`src/rtl/l1_mem_pkg.sv`:
```
// Shared types, constants and helpers for the L1 refill controller.
//   state_e     : refill FSM states
//   l1_req_t    : latched L1 request payload
//   line_base() : byte address -> cache line base address
package l1_mem_pkg;

  localparam int unsigned ADDR_W     = 32;
  localparam int unsigned DATA_W     = 32;
  localparam int unsigned ACK_W      = 4;
  localparam int unsigned LINE_BYTES = 32;
  localparam logic [ACK_W-1:0] IDX_NONE = 4'hF;

  typedef enum logic [2:0] {
    ST_IDLE  = 3'd0,
    ST_REQ   = 3'd1,
    ST_ADDR  = 3'd2,
    ST_LDATA = 3'd3,
    ST_SDATA = 3'd4,
    ST_FIN   = 3'd5
  } state_e;

  typedef struct packed {
    logic              write;
    logic [ADDR_W-1:0] addr;
    logic [DATA_W-1:0] wdata;
  } l1_req_t;

  function automatic logic [ADDR_W-1:0] line_base(input logic [ADDR_W-1:0] addr);
    return addr & ~ADDR_W'(LINE_BYTES - 1);
  endfunction

endpackage

```
`src/rtl/mem_timeout_ctr.sv`:
```
// Progress watchdog: counts enabled cycles since the last clear.
//   clk, rst_n : clock, async active-low reset
//   clr        : restart the count (has priority over en)
//   en         : count this cycle
//   expired_c  : count has reached LIMIT-1, i.e. this is the LIMIT-th idle cycle
module mem_timeout_ctr #(
  parameter int unsigned LIMIT = 256
) (
  input  logic clk,
  input  logic rst_n,
  input  logic clr,
  input  logic en,
  output logic expired_c
);

  localparam int unsigned CW = (LIMIT > 1) ? $clog2(LIMIT) : 1;

  logic [CW-1:0] cnt_q;

  assign expired_c = (cnt_q == CW'(LIMIT - 1));

  // Saturates at the expiry value so it never wraps back to zero.
  always_ff @(posedge clk or negedge rst_n) begin
    if (!rst_n) begin
      cnt_q <= '0;
    end else if (clr) begin
      cnt_q <= '0;
    end else if (en && !expired_c) begin
      cnt_q <= cnt_q + CW'(1);
    end
  end

endmodule

```
`src/rtl/l1_refill_controller.sv`:
```
// L1 miss / write-through to main-memory sequencer.
//   L1 side  : REQ_VALID/REQ_WRITE/REQ_ADDR/REQ_WDATA in, REQ_READY out;
//              FILL_VALID/FILL_IDX/FILL_DATA/FILL_LINE_ADDR fill beats; DONE / ERR pulses.
//   Mem side : MEM_VALID/MEM_LOAD/MEM_STORE + MEM_READY handshake, MEM_ADDR/MEM_ADDR_VALID
//              + MEM_ADDR_TAKEN, MEM_RDATA/MEM_WDATA, MEM_ACK_DATA_MEM/MEM_ACK_DATA_L1 word index.
// All outputs are registered; each *_d is the value the output takes after the next edge.
module l1_refill_controller
  import l1_mem_pkg::*;
#(
  parameter int unsigned WORDS_PER_LINE = 8,
  parameter int unsigned TIMEOUT_CYCLES = 256
) (
  input  logic                              CLK,
  input  logic                              RST_N,
  input  logic                              REQ_VALID,
  input  logic                              REQ_WRITE,
  input  logic [ADDR_W-1:0]                 REQ_ADDR,
  input  logic [DATA_W-1:0]                 REQ_WDATA,
  output logic                              REQ_READY,
  output logic                              FILL_VALID,
  output logic [$clog2(WORDS_PER_LINE)-1:0] FILL_IDX,
  output logic [DATA_W-1:0]                 FILL_DATA,
  output logic [ADDR_W-1:0]                 FILL_LINE_ADDR,
  output logic                              DONE,
  output logic                              ERR,
  output logic                              MEM_VALID,
  output logic                              MEM_LOAD,
  output logic                              MEM_STORE,
  input  logic                              MEM_READY,
  output logic [ADDR_W-1:0]                 MEM_ADDR,
  output logic                              MEM_ADDR_VALID,
  input  logic                              MEM_ADDR_TAKEN,
  input  logic [DATA_W-1:0]                 MEM_RDATA,
  output logic [DATA_W-1:0]                 MEM_WDATA,
  input  logic [ACK_W-1:0]                  MEM_ACK_DATA_MEM,
  output logic [ACK_W-1:0]                  MEM_ACK_DATA_L1
);

  localparam int unsigned IDX_W = $clog2(WORDS_PER_LINE);
  localparam logic [IDX_W-1:0] LAST_IDX = IDX_W'(WORDS_PER_LINE - 1);

  state_e            state_q, state_d;
  l1_req_t           req_q, req_d;
  logic [IDX_W-1:0]  exp_idx_q, exp_idx_d;

  logic              req_ready_d, fill_valid_d, done_d, err_d;
  logic [IDX_W-1:0]  fill_idx_d;
  logic [DATA_W-1:0] fill_data_d, mem_wdata_d;
  logic [ADDR_W-1:0] fill_line_addr_d, mem_addr_d;
  logic              mem_valid_d, mem_load_d, mem_store_d, mem_addr_valid_d;
  logic [ACK_W-1:0]  mem_ack_l1_d;

  logic              word_taken;
  logic              tmo_clr, tmo_en, tmo_expired_c;

  // No-progress watchdog: restarts on any state change or accepted fill word.
  assign tmo_clr = (state_d != state_q) || word_taken;
  assign tmo_en  = (state_q != ST_IDLE);

  mem_timeout_ctr #(
    .LIMIT (TIMEOUT_CYCLES)
  ) u_tmo (
    .clk       (CLK),
    .rst_n     (RST_N),
    .clr       (tmo_clr),
    .en        (tmo_en),
    .expired_c (tmo_expired_c)
  );

  // State and registered-output update.
  always_ff @(posedge CLK or negedge RST_N) begin
    if (!RST_N) begin
      state_q         <= ST_IDLE;
      req_q           <= '0;
      exp_idx_q       <= '0;
      REQ_READY       <= 1'b1;
      FILL_VALID      <= 1'b0;
      FILL_IDX        <= '0;
      FILL_DATA       <= '0;
      FILL_LINE_ADDR  <= '0;
      DONE            <= 1'b0;
      ERR             <= 1'b0;
      MEM_VALID       <= 1'b0;
      MEM_LOAD        <= 1'b0;
      MEM_STORE       <= 1'b0;
      MEM_ADDR        <= '0;
      MEM_ADDR_VALID  <= 1'b0;
      MEM_WDATA       <= '0;
      MEM_ACK_DATA_L1 <= IDX_NONE;
    end else begin
      state_q         <= state_d;
      req_q           <= req_d;
      exp_idx_q       <= exp_idx_d;
      REQ_READY       <= req_ready_d;
      FILL_VALID      <= fill_valid_d;
      FILL_IDX        <= fill_idx_d;
      FILL_DATA       <= fill_data_d;
      FILL_LINE_ADDR  <= fill_line_addr_d;
      DONE            <= done_d;
      ERR             <= err_d;
      MEM_VALID       <= mem_valid_d;
      MEM_LOAD        <= mem_load_d;
      MEM_STORE       <= mem_store_d;
      MEM_ADDR        <= mem_addr_d;
      MEM_ADDR_VALID  <= mem_addr_valid_d;
      MEM_WDATA       <= mem_wdata_d;
      MEM_ACK_DATA_L1 <= mem_ack_l1_d;
    end
  end

  // Next state and next output values.
  always_comb begin
    state_d          = state_q;
    req_d            = req_q;
    exp_idx_d        = exp_idx_q;
    req_ready_d      = 1'b0;
    fill_valid_d     = 1'b0;
    fill_idx_d       = FILL_IDX;
    fill_data_d      = FILL_DATA;
    fill_line_addr_d = FILL_LINE_ADDR;
    done_d           = 1'b0;
    err_d            = 1'b0;
    mem_valid_d      = MEM_VALID;
    mem_load_d       = MEM_LOAD;
    mem_store_d      = MEM_STORE;
    mem_addr_d       = MEM_ADDR;
    mem_addr_valid_d = MEM_ADDR_VALID;
    mem_wdata_d      = MEM_WDATA;
    mem_ack_l1_d     = MEM_ACK_DATA_L1;
    word_taken       = 1'b0;

    unique case (state_q)
      ST_IDLE: begin
        if (REQ_VALID) begin
          req_d.write      = REQ_WRITE;
          req_d.addr       = {REQ_ADDR[ADDR_W-1:2], 2'b00};
          req_d.wdata      = REQ_WDATA;
          fill_line_addr_d = line_base(REQ_ADDR);
          mem_valid_d      = 1'b1;
          mem_load_d       = !REQ_WRITE;
          mem_store_d      = REQ_WRITE;
          state_d          = ST_REQ;
        end
      end

      ST_REQ: begin
        if (MEM_READY) begin
          mem_addr_valid_d = 1'b1;
          mem_addr_d       = req_q.write ? req_q.addr : line_base(req_q.addr);
          state_d          = ST_ADDR;
        end
      end

      ST_ADDR: begin
        if (MEM_ADDR_TAKEN) begin
          mem_addr_valid_d = 1'b0;
          if (req_q.write) begin
            mem_wdata_d  = req_q.wdata;
            mem_ack_l1_d = '0;
            state_d      = ST_SDATA;
          end else begin
            exp_idx_d = '0;
            state_d   = ST_LDATA;
          end
        end
      end

      // Only the expected index is consumed; repeats and out-of-order indices are dropped.
      ST_LDATA: begin
        if (MEM_ACK_DATA_MEM == ACK_W'(exp_idx_q)) begin
          word_taken   = 1'b1;
          fill_valid_d = 1'b1;
          fill_idx_d   = exp_idx_q;
          fill_data_d  = MEM_RDATA;
          mem_ack_l1_d = ACK_W'(exp_idx_q);
          if (exp_idx_q == LAST_IDX) begin
            state_d = ST_FIN;
          end else begin
            exp_idx_d = exp_idx_q + IDX_W'(1);
          end
        end
      end

      ST_SDATA: begin
        if (!MEM_READY) begin
          state_d = ST_FIN;
        end
      end

      // MEM_VALID is still high only on the first FIN cycle, which bounds DONE to one pulse.
      ST_FIN: begin
        done_d       = MEM_VALID;
        mem_valid_d  = 1'b0;
        mem_load_d   = 1'b0;
        mem_store_d  = 1'b0;
        mem_ack_l1_d = IDX_NONE;
        if (!MEM_READY) begin
          state_d = ST_IDLE;
        end
      end

      default: begin
        state_d = ST_IDLE;
      end
    endcase

    // Abandon a stalled transaction: memory side back to reset values, no DONE.
    if ((state_q != ST_IDLE) && tmo_expired_c) begin
      state_d          = ST_IDLE;
      err_d            = 1'b1;
      done_d           = 1'b0;
      fill_valid_d     = 1'b0;
      exp_idx_d        = '0;
      mem_valid_d      = 1'b0;
      mem_load_d       = 1'b0;
      mem_store_d      = 1'b0;
      mem_addr_d       = '0;
      mem_addr_valid_d = 1'b0;
      mem_wdata_d      = '0;
      mem_ack_l1_d     = IDX_NONE;
    end

    req_ready_d = (state_d == ST_IDLE);
  end

endmodule

```
`config.mk`:
```
export PLATFORM = sky130hd
export DESIGN_NAME = l1_refill_controller
export DESIGN_NICKNAME = d
export VERILOG_FILES = /design/src/rtl/l1_mem_pkg.sv /design/src/rtl/mem_timeout_ctr.sv /design/src/rtl/l1_refill_controller.sv
export SDC_FILE = /design/constraint.sdc
export NUM_CORES = 1
export LEC_CHECK = 0
export CAP_MARGIN = 20
export CORE_UTILIZATION = 47
export DETAILED_ROUTE_END_ITERATION = 16
export PLACE_DENSITY = 0.81
export SLEW_MARGIN = 10
export SYNTH_ARGS = -nofsm -noshare
export SYNTH_HDL_FRONTEND = slang
export SYNTH_SLANG_ARGS = --single-unit
```
`constraint.sdc`:
```
create_clock -name CLK -period 2.36 [get_ports CLK]
set_input_delay 0.472 -clock CLK [delete_from_list [all_inputs] [get_ports CLK]]
set_output_delay 0.472 -clock CLK [all_outputs]
set_load 0.01 [all_outputs]
```
# After elaboration in Yosys (flattened, before gate mapping)
# Index checks and enable logic that the tools add are counted.
dict set report word_totals {
  output_inout_bits 143
  register_bits 215
}
dict set report classes {
  add_sub_neg 2
  n_reduce_logical 26
  eq_ne 16
  mux 50
}
# operator count
set op_table {}
lappend op_table {{2-to-1 mux 32 bit} 7}
lappend op_table {{2-to-1 mux 3 bit} 14}
lappend op_table {{inequality test 3 bit, second input constant} 7}
lappend op_table {{case mux 3 bit (6 select lines)} 1}
lappend op_table {{2-to-1 mux 4 bit} 4}
lappend op_table {{2-to-1 mux 8 bit} 2}
lappend op_table {{2-to-1 mux 1 bit} 15}
lappend op_table {{case mux 4 bit (3 select lines)} 1}
lappend op_table {{nonzero test 2 bit} 6}
lappend op_table {{nonzero test 3 bit} 4}
lappend op_table {{== test 3 bit, second input constant} 3}
lappend op_table {{adder 8 x 1 -> 8 bit, second input constant} 1}
lappend op_table {{== test 8 bit, second input constant} 1}
lappend op_table {{case mux 1 bit (2 select lines)} 4}
lappend op_table {{AND reduction 2 bit} 4}
lappend op_table {{== test 3 x 2 -> 1 bit, second input constant} 2}
lappend op_table {{logical NOT 3 bit} 2}
lappend op_table {{case mux 3 bit (2 select lines)} 1}
lappend op_table {{AND reduction 3 bit} 2}
lappend op_table {{2-to-1 mux 5 bit} 1}
lappend op_table {{AND reduction 5 bit} 1}
lappend op_table {{== test 4 x 3 -> 1 bit} 1}
lappend op_table {{AND reduction 4 bit} 1}
lappend op_table {{nonzero test 4 bit} 1}
lappend op_table {{6 further kinds} 8}

# Depth between registers and ports, before layout
# Gate-level depths: netlist of the first run.
dict set report logic_depth {
  ltp_word 8
  depth_mapped 8
  mapped_depth_nobuf 7
}

# Modules after synthesis
# A second synthesis of the first run with hierarchy kept.
dict set report hier_totals {
  hier_cells 739
  hier_area_um2 7718.7
}
# mod instances cells_each seq_area_each_um2 area_per_inst_um2
set modules_own_cells {}
lappend modules_own_cells {l1_refill_controller 1 692 4460.5 7249.5}
lappend modules_own_cells {mem_timeout_ctr 1 47 200.2 469.2}

# Worst setup path after synthesis of the first run
# No wires, ideal clock.
dict set report synth_path {
  path_kind {register -> register}
  from {register state_q[2]}
  to {register req_q[53] in the netlist's numbering}
  t_arrival_ps 1812
  path_stages_with_launch 9
  path_buffers 3
  t_required_ps 2233
  slack_ps 421
  synth_period_minus_slack_ps 1939
  setup_ps 127
  path_cell_list {dfrtp_1 buf_6 or3_1 o21ai_1 nand4b_2 nand3b_4 buf_12 buf_6 mux2_1}
}
dict set report synth_between {
  elab_chain_cells 2
}
# item line_no
set synth_rtl {}
lappend synth_rtl {{from (decl)} l1_refill_controller.sv:42} ;# state_e state_q, state_d;
lappend synth_rtl {{from (signal assigned)} l1_refill_controller.sv:91} ;# state_q <= state_d;
lappend synth_rtl {{logical NOT 3 bit} l1_refill_controller.sv:132} ;# unique case (state_q)
lappend synth_rtl {{AND reduction 2 bit (no line)} n/a}
lappend synth_rtl {{to (signal assigned)} l1_refill_controller.sv:92} ;# req_q <= req_d;
lappend synth_rtl {{to (decl)} l1_refill_controller.sv:43} ;# l1_req_t req_q, req_d;
# No other way between the ends.
# A chain may end at the register's enable or synchronous reset.

# Worst setup path after layout of the first run
dict set report layout_path {
  from {register state_q[0]}
  to {register req_q[51] in the netlist's numbering}
}
# Same word-level chain as after synthesis.

==> results of run 1 <==
per-stage QoR:
step	cells	hold WS, ns	TNS (ns)	setup WS, ns	cell area [um2]
after floorplan	683	0.1764	0	0.4208	7936
after global placement	1098	0.4569	-1.726	-0.04754	10450
after detailed placement	1098	0.4711	-4.392	-0.09951	10450
after CTS	1130	0.04902	0	0.2313	11040
after global routing	1131	0.06243	0	0.08763	11050
final	1131	0.02418	0	0.2269	11050
cells in the final DEF (no fill, tap or decap), types with 3 or more instances in the layout:
cell / netlist / routed
a21oi_1: 69 / 69
a31oi_1: 4 / 4
and3_1: 4 / 4
buf_12: 3 / 9
buf_4: 39 / 20
clkbuf_16: 0 / 17
clkbuf_8: 0 / 3
clkdlybuf4s50_1: 0 / 238
clkinv_2: 0 / 4
conb_1: 1 / 7
dfrtp_1: 181 / 181
dfstp_2: 5 / 5
ha_1: 3 / 3
inv_1: 7 / 7
inv_6: 0 / 4
mux2_1: 26 / 26
mux2_2: 73 / 73
mux2i_1: 5 / 5
nand2_1: 133 / 133
nand3_1: 6 / 6
nand4_1: 9 / 9
nor2_1: 10 / 9
nor2b_1: 5 / 4
nor3_1: 13 / 12
o21ai_0: 5 / 5
o2bb2ai_1: 3 / 3
xnor2_1: 4 / 4
xor2_1: 4 / 4
worst max-delay path, stage by stage (launching register included):
cell	delay, ns
dfrtp_1	0.60
buf_4	0.25
o21ai_1	0.07
nand4b_2	0.22
nand3b_4	0.29
buf_12	0.23
mux2_1	0.33
path summary, 6_finish.rpt:
check	startpoint	endpoint	slack [ns]	cells past startpoint
max	state_q[0]	req_q[51]	0.23	6
min	RST_N	req_q[64]	0.02	1
max reg2reg	state_q[0]	req_q[51]	0.23	6
min reg2reg	MEM_ACK_DATA_L1[3]	MEM_ACK_DATA_L1[3]	0.48	2
max in group asynchronous	RST_N	req_q[48]	1.59	2
min in group CLK	MEM_ACK_DATA_L1[3]	MEM_ACK_DATA_L1[3]	0.48	2
cell families (layout without fill, tap and decap cells):
| logic type | Yosys count | in the layout | synth area share (%) |
|---|---|---|---|
| simple gates | 196 | 196 | 11.19 |
| compound gates | 98 | 98 | 7.067 |
| flops | 186 | 186 | 58.89 |
| other cells | 1 | 8 | 0.04739 |
| xor+xnor | 8 | 8 | 0.8853 |
| buf+inv | 81 | 308 | 6.719 |
| mux | 104 | 104 | 14.72 |
| fa+ha+maj | 3 | 3 | 0.4744 |
registers in the layout (all words and copies together), names as in the netlist:
register	count
DONE	1
ERR	1
FILL_DATA	32
FILL_IDX	3
FILL_VALID	1
MEM_ACK_DATA_L1	4
MEM_ADDR	30
MEM_ADDR_VALID	1
MEM_LOAD	1
MEM_STORE	1
MEM_VALID	1
MEM_WDATA	32
REQ_READY	1
exp_idx_q	3
req_q	63
state_q	3
u_tmo.cnt_q	8
layout make-up:
| cell class | count | area share (%) |
|---|---|---|
| inverters | 8 | 0.2719 |
| repair buffers | 268 | 24.68 |
| diodes | 1 | 0.02266 |
| clock buffers | 19 | 4.101 |
| well taps | 220 | 2.492 |
| flip-flops and latches | 186 | 42.20 |
| clock inverters | 13 | 1.257 |
| multi-input cells | 416 | 24.98 |
power by group:
group          internal (mW)  switching, mW  total (mW)
logic                   3.40           2.46        5.85
registers               4.61          0.836        5.44
clock network           1.62           1.22        2.84
total                   9.63           4.51        14.1
routing by layer:
layer	share of wire [%]	GRT usage, %
met1	42	29.63
met2	50	37.10
met3	6.2	5.575
met4	2.6	9.819
met5	0.069	0
==> impl_metrics.env, run 1 <==
export IMPL_status="finished, final reports clean"
export IMPL_fin_skew_ns=0.009258
export IMPL_ys_seq_area_share_pct=58.89
export IMPL_drt_iter0_drc=287
export IMPL_synth_most_common_cell="dfrtp_1"
export IMPL_finalPower_mw=14.14
export IMPL_postCtsHoldBufs=0
export IMPL_period_needed_ns=2.133
export IMPL_drc=0
export IMPL_initial_core_util_pct=47.89
export IMPL_wl_per_cell_um=16.73
export IMPL_drv_slew=0
export IMPL_seq_area_um2=4661
export IMPL_p_per_area_nw_per_um2=1280
export IMPL_io_buffers=239
export IMPL_grt_max_degree=65
export IMPL_cts_buffer_depth=2
export IMPL_endpoint_kind="flop"
export IMPL_synth_cell_types=52
export IMPL_yosys_warnings=0
export IMPL_gr_total_overflow=0
export IMPL_grt_pass1_vias=5939
export IMPL_rows=47
export IMPL_routed_wl_um=18930
export IMPL_hold_path_class="in -> async"
export IMPL_rsz0062_at_grt="no"
export IMPL_synthArstFlopShare_pct=100.0
export IMPL_relSlewSlack_pct=64.09
export IMPL_synth_top_cell_area_share_pct=57.23
export IMPL_worstSkewPairLatency_ns=0.42
export IMPL_die_area_um2=17360
export IMPL_clockRootBuffer="clkbuf_16"
export IMPL_netlist_instances=677
export IMPL_critPathRequiredTime_ns=2.66
export IMPL_cts_made_buffers=17
export IMPL_path_clk_slew_ns=0.07
export IMPL_drive_above_1_share_pct=16.26
export IMPL_nFillCells=1244
export IMPL_arrival_ns=2.43
export IMPL_grt_pass1_wl_um=31050
export IMPL_boundaryPins=249
export IMPL_grt_util_all_layers_pct=22.96
export IMPL_cts_setup_buffers=0
export IMPL_crit_fanout=19
export IMPL_cts_sinks=186
export IMPL_syn_to_final_growth_pct=39.57
export IMPL_leakage_nw=4.800
export IMPL_synth_edff_count=0
export IMPL_ys_ff_latch=186
export IMPL_crit_type="reg -> reg"
export IMPL_ir_worst_vdd_mv=0.6614
export IMPL_tightestPinTransition_ns=0.5311
export IMPL_cts_resized=0
export IMPL_gp_congestion=0.8622
export IMPL_antenna_found_initial=2
export IMPL_vias=5851
export IMPL_final_hold_viol_count=0
export IMPL_avgSynthCellArea_um2=11.69
export IMPL_utilization_pct=66.84
export IMPL_yosys_top_cells_area="dfrtp_1, mux2_2, nand2_1"
export IMPL_die_height_um=131.8
export IMPL_hpwl_um=13070
export IMPL_core_area_um2=16520
export IMPL_synth_flop_cell="dfrtp_1"
export IMPL_critPathLaunchType="flop"
export IMPL_syn_area_um2=7914
export IMPL_yosysTopAreaCell="dfrtp_1"
export IMPL_ant_nets=0
export IMPL_nets=1006
export IMPL_multi_input_area_um2=2759
export IMPL_yosys_top_cells_count="dfrtp_1, nand2_1, mux2_2"
export IMPL_maxCapViolations=0
export IMPL_via_per_inst=5.173
export IMPL_fmax_mhz=468.8
export IMPL_period_share_pct=90.38
export IMPL_cts_tree="done"
export IMPL_dr_pass1_iters=5
export IMPL_htree_levels=4
export IMPL_die_w_um=131.8
export IMPL_setup_viol=0
No activity file was read; power rests on OpenSTA's default activity.
==> run 2: changes to the inputs <==
--- a/config.mk
+++ b/config.mk
@@ -7,9 +7,9 @@
 export LEC_CHECK = 0
 export CAP_MARGIN = 20
 export CORE_UTILIZATION = 47
+export CTS_CLUSTER_DIAMETER = 200
 export DETAILED_ROUTE_END_ITERATION = 16
 export PLACE_DENSITY = 0.81
-export SLEW_MARGIN = 10
 export SYNTH_ARGS = -nofsm -noshare
 export SYNTH_HDL_FRONTEND = slang
 export SYNTH_SLANG_ARGS = --single-unit
==> results of run 2 <==
No change in the layout: final DEF, timing and power equal those of run 1.
